`src/rtl/ex_muldiv.sv`:
```
// Iterative RV32M multiply/divide unit for the EX stage.
// Radix-2 shift-add multiply and restoring divide, one bit per cycle.
module ex_muldiv #(
    parameter int WIDTH = 32
) (
    input  logic             clk,
    input  logic             rst,
    input  logic             req_valid,
    output logic             req_ready,
    input  logic [2:0]       req_op,
    input  logic [WIDTH-1:0] req_a,
    input  logic [WIDTH-1:0] req_b,
    input  logic             flush,
    output logic             resp_valid,
    input  logic             resp_ready,
    output logic [WIDTH-1:0] resp_result
);
    localparam int CW = $clog2(WIDTH) + 1;

    localparam logic [1:0] IDLE = 2'd0;
    localparam logic [1:0] BUSY = 2'd1;
    localparam logic [1:0] DONE = 2'd2;

    localparam logic [WIDTH-1:0] ONES = {WIDTH{1'b1}};
    localparam logic [WIDTH-1:0] MSB  = {1'b1, {(WIDTH-1){1'b0}}};

    logic [1:0]         state;
    logic [CW-1:0]      count;
    logic [2:0]         op;
    logic [WIDTH-1:0]   mag_a;
    logic [WIDTH-1:0]   mag_b;
    logic               sign_a;
    logic               neg;
    logic [2*WIDTH-1:0] acc;

    logic [WIDTH-1:0]   hi;
    logic [WIDTH-1:0]   lo;
    logic [WIDTH:0]     madd;
    logic [WIDTH:0]     shifted;
    logic [WIDTH:0]     diff;
    logic [2*WIDTH-1:0] acc_nxt;
    logic [2*WIDTH-1:0] prod;
    logic [WIDTH-1:0]   fix_result;

    logic               in_sa;
    logic               in_sb;
    logic               in_na;
    logic               in_nb;
    logic [WIDTH-1:0]   in_ma;
    logic [WIDTH-1:0]   in_mb;
    logic               fast;
    logic [WIDTH-1:0]   fast_result;

    assign req_ready  = (state == IDLE);
    assign resp_valid = (state == DONE);

    assign hi = acc[2*WIDTH-1:WIDTH];
    assign lo = acc[WIDTH-1:0];

    // One iteration of the datapath and the final sign fix-up
    always_comb begin
        madd    = {1'b0, hi} + {1'b0, mag_a};
        shifted = {hi, lo[WIDTH-1]};
        diff    = shifted - {1'b0, mag_b};
        acc_nxt = acc;
        if (op[2]) begin
            if (diff[WIDTH])
                acc_nxt = {shifted[WIDTH-1:0], lo[WIDTH-2:0], 1'b0};
            else
                acc_nxt = {diff[WIDTH-1:0], lo[WIDTH-2:0], 1'b1};
        end else begin
            if (lo[0])
                acc_nxt = {madd, lo[WIDTH-1:1]};
            else
                acc_nxt = {1'b0, hi, lo[WIDTH-1:1]};
        end
        prod = neg ? -acc_nxt : acc_nxt;
        fix_result = '0;
        case (op)
            3'b000:  fix_result = prod[WIDTH-1:0];
            3'b001,
            3'b010,
            3'b011:  fix_result = prod[2*WIDTH-1:WIDTH];
            3'b100,
            3'b101:  fix_result = neg ? -acc_nxt[WIDTH-1:0]
                                      : acc_nxt[WIDTH-1:0];
            default: fix_result = sign_a ? -acc_nxt[2*WIDTH-1:WIDTH]
                                         : acc_nxt[2*WIDTH-1:WIDTH];
        endcase
    end

    // Operand decode at accept: signedness, magnitudes and fast paths
    always_comb begin
        in_sa = (req_op == 3'b000) || (req_op == 3'b001) ||
                (req_op == 3'b010) || (req_op == 3'b100) ||
                (req_op == 3'b110);
        in_sb = (req_op == 3'b000) || (req_op == 3'b001) ||
                (req_op == 3'b100) || (req_op == 3'b110);
        in_na = in_sa & req_a[WIDTH-1];
        in_nb = in_sb & req_b[WIDTH-1];
        in_ma = in_na ? -req_a : req_a;
        in_mb = in_nb ? -req_b : req_b;
        fast = 1'b0;
        fast_result = '0;
        if (req_op[2] && req_b == '0) begin
            fast = 1'b1;
            fast_result = req_op[1] ? req_a : ONES;
        end else if (req_op[2] && !req_op[0] &&
                     req_a == MSB && req_b == ONES) begin
            fast = 1'b1;
            fast_result = req_op[1] ? '0 : MSB;
        end
    end

    // Control FSM and datapath registers
    always_ff @(posedge clk or posedge rst) begin
        if (rst) begin
            state       <= IDLE;
            count       <= '0;
            op          <= '0;
            mag_a       <= '0;
            mag_b       <= '0;
            sign_a      <= 1'b0;
            neg         <= 1'b0;
            acc         <= '0;
            resp_result <= '0;
        end else if (flush) begin
            state <= IDLE;
            count <= '0;
        end else begin
            case (state)
                IDLE: begin
                    if (req_valid) begin
                        op     <= req_op;
                        mag_a  <= in_ma;
                        mag_b  <= in_mb;
                        sign_a <= in_na;
                        neg    <= in_na ^ in_nb;
                        acc    <= req_op[2] ? {{WIDTH{1'b0}}, in_ma}
                                            : {{WIDTH{1'b0}}, in_mb};
                        if (fast) begin
                            resp_result <= fast_result;
                            state       <= DONE;
                        end else begin
                            count <= CW'(WIDTH);
                            state <= BUSY;
                        end
                    end
                end
                BUSY: begin
                    acc   <= acc_nxt;
                    count <= count - 1'b1;
                    if (count == CW'(1)) begin
                        resp_result <= fix_result;
                        state       <= DONE;
                    end
                end
                DONE: begin
                    if (resp_ready)
                        state <= IDLE;
                end
                default: state <= IDLE;
            endcase
        end
    end
endmodule

```
`config.mk`:
```
export PLATFORM = sky130hd
export DESIGN_NAME = ex_muldiv
export DESIGN_NICKNAME = d
export VERILOG_FILES = /design/src/rtl/ex_muldiv.sv
export SDC_FILE = /design/constraint.sdc
export NUM_CORES = 1
export LEC_CHECK = 0
export ABC_AREA = 1
export ABC_CLOCK_PERIOD_IN_PS = 6600
export BUFFER_PORTS_ARGS = -buffer_cell sky130_fd_sc_hd__buf_2
export CAP_MARGIN = 20
export CORE_ASPECT_RATIO = 1.75
export CORE_MARGIN = 4
export CORE_UTILIZATION = 44
export DETAILED_ROUTE_END_ITERATION = 10
export PLACE_DENSITY_LB_ADDON = 0.3
export SYNTH_ARGS = -nofsm -noshare
export SYNTH_HDL_FRONTEND = slang
export SYNTH_SLANG_ARGS = --single-unit
```
`constraint.sdc`:
```
create_clock -name clk -period 6.6 [get_ports clk]
set_clock_uncertainty 0.1 [all_clocks]
set_input_delay 0.66 -clock clk [delete_from_list [all_inputs] [get_ports clk]]
set_output_delay 0.66 -clock clk [all_outputs]
set_load 0.1 [all_outputs]
```
==> run summary <==
commonest cells in the netlist - sky130_fd_sc_hd__nand2_1, sky130_fd_sc_hd__inv_1, sky130_fd_sc_hd__nor2_1
die width - 163 um
number of global-route vias before repair - 21.1k
P&R area growth vs syn - 8.20%
class of the tightest hold or removal check - in2async
met1 global-route usage - 0.388
Cell Rows - 99
# clock sinks - 173
cell with the largest stage delay on the worst path - sky130_fd_sc_hd__fa_1
kind of cell adding the most delay to the critical path - simple AND/OR/NAND/NOR gates
placer's final routability congestion estimate - 1.10
result of the run - finished, final reports clean
element type at the critical path start - register
EDFF count, synth - 0
largest net degree at the start of global routing - 154
final non-filler cell area - 20100 um^2
Seq. cell area - 4330 um^2
buffers and inverters on the worst path - 6
CTS Hold Bufs - 0
wire length of the first global-routing pass - 130000 um
transition time at the pin with the least slew margin - 1060 ps
drt first-iter violations - 2304
number of gates resized after CTS - 0
die boundary height - 280 um
dpl hpwl - 70700 um
Synth Flop Type - sky130_fd_sc_hd__dfrtp_1
Layout Nets - 3324
total of endpoints with negative setup slack in the final report - 0
Crit Path Category - reg2reg
flip-flop and latch count after synthesis - 173
remaining antenna violation count after routing - 0
Skew-Pair Late Insertion Delay - 470 ps
worst setup path endpoint - resp_result[16]
highest net fanout along the worst path - 11
via count - 21.7k
sum of negative setup slack - 0 ps
clock tree from TritonCTS - yes
# Post-CTS Setup Buffers - 0
worst stage delay on the critical path - 410 ps
number of max-cap violations - 0
final cycle utilization of the critical path - 0.784
post-synth top area share - 0.233
Initial Util - 0.446
number of library cell types mapped by synthesis - 53
top cells by area, synth - sky130_fd_sc_hd__dfrtp_1, sky130_fd_sc_hd__nand2_1, sky130_fd_sc_hd__inv_1
count of input and output buffers - 105
TritonCTS buffer count - 17
fraction of layout instances using a drive strength above 1 - 0.0874
RSZ-0062 raised after global routing - no
area enclosed by the die boundary - 45800 um^2
arrival time at the worst endpoint - 5440 ps
synthesized area - 18600 um^2
drt wl/cell - 23.7 um
core area - 41700 um^2
peak clock frequency supported by timing - 0.193 GHz
clock edge transition at the registers on the reported setup and hold paths - 80 ps
R2R Setup Slk - 1430 ps
overflow left after global routing - 0
iteration count of the initial detailed-routing pass - 8
Worst Setup End Kind - register
capturing point of the worst reg2reg path - resp_result[16]
number of antenna violations at the first check in global routing - 1
Final Hold Violating Endpoints - 0
synthesized instance count - 3142
shortest clock period the worst path allows after layout - 5170 ps
warnings from Yosys - 0
portion of the post-synthesis area used by sequential elements - 0.233
origin of the worst setup path - acc[31]
number of gates on the worst path with buffers counted - 35
share of flip-flops with an asynchronous set or reset after synthesis - 1.00
maximum level of the CTS H-tree - 4
average size of a mapped cell - 5.92 um^2
worst-case reg-to-reg path depth - 35
area of the multi-input gates - 12300 um^2
cell type with the highest occurrence count on the critical path - sky130_fd_sc_hd__nand2_1
worst endpoint required time - 6870 ps
fraction of met3 tracks used by global routing - 0.0676
worst slew margin relative to its limit - 0.290
count of unresolved DRC violations after routing - 0
gr busiest metal - met2
Max Slew Vio Count - 0
Root Buffer Master - sky130_fd_sc_hd__clkbuf_16
number of vias per cell after detailed routing - 5.80
cell area reported after detailed placement - 19500 um^2
net count after synthesis - 3287
most instantiated library cell after synthesis - sky130_fd_sc_hd__nand2_1
final wirelength - 89000 um
top cell type by total area after synthesis - sky130_fd_sc_hd__dfrtp_1
fill cell total of the finished layout - 4569
global-route total usage across every layer - 0.385
GR Layer Usage met2 - 0.644
clock buffer depth - 2
I/O pin count - 106
launch point of the worst reg-to-reg path - acc[31]
[through the flow]
stage	hold slack [ps]	worst slack, ps	instances	utilization
after global routing	16.2	922	3748	0.482
after detailed placement	362	1520	3715	0.468
after floorplan	353	1150	3142	-
after CTS	14.9	1510	3747	0.482
after global placement	360	1670	3715	0.468
final	18.0	1430	3748	0.482
[how the worst min path moves through the flow]
stage          cells after the start               to  slack (ps)             from
6_report                           2              neg          20              rst
5_1_grt                            2              neg          20              rst
4_1_cts                            2              neg          10              rst
3_5_place_dp                       2   resp_result[9]         360   resp_result[9]
3_3_place_gp                       2  resp_result[13]         360  resp_result[13]
2_1_floorplan                      2         mag_b[1]         350         mag_b[1]
[cells by family (layout without fill, tap and decap cells)]
| kind of cell | after synthesis | in the layout | synth area share |
|---|---|---|---|
| other cells | 0 | 1 | 0 |
| fa+ha+maj | 73 | 73 | 0.0499 |
| xor+xnor | 99 | 99 | 0.0466 |
| simple gates | 1710 | 1710 | 0.392 |
| flops | 173 | 173 | 0.233 |
| buf+inv | 517 | 567 | 0.109 |
| compound gates | 570 | 570 | 0.170 |
[state kept, by name, summed over array words and instances (netlist names)]
signal and cells:
mag_a 32, state 2, op 3, resp_result 32
sign_a 1, count 6, acc 64, neg 1
mag_b 32
[worst reg2reg max path, delay by kind of cell, from the launching register on]
kind	cells	cell delay, ps
buffers and inverters	6	480
flip-flops	1	360
AND/OR/NAND/NOR	23	2970
AO/OA/AOI/OAI	3	480
adder cells (fa/ha/maj)	3	710
[layer usage]
layer  vias up  share of wire
met2      1123           0.47
met3       406          0.072
li1      10200              -
met5         -              0
met4         0           0.13
met1      9969           0.33
[placed cells by master, fill, tap and decap left out, drive strengths merged, types with 71 or more instances in the layout]
cell type,Yosys,layout
dfrtp,173,173
xor2,81,81
a21oi,173,173
buf,48,131
o21ai,270,270
nand2,979,979
nand3,258,258
nor2,375,375
ha,71,71
inv,400,405
[layout make-up]
class                   instances  area share
diodes                          1    0.000124
clock buffers                  18      0.0213
clock inverters                14     0.00777
inverters                     404      0.0756
multi-input cells            2452       0.609
flip-flops and latches        173       0.215
well taps                     555      0.0345
repair buffers                131      0.0364
Power is not shown: default switching activity piles up to over one toggle a cycle in this logic, so the estimate is an artifact.
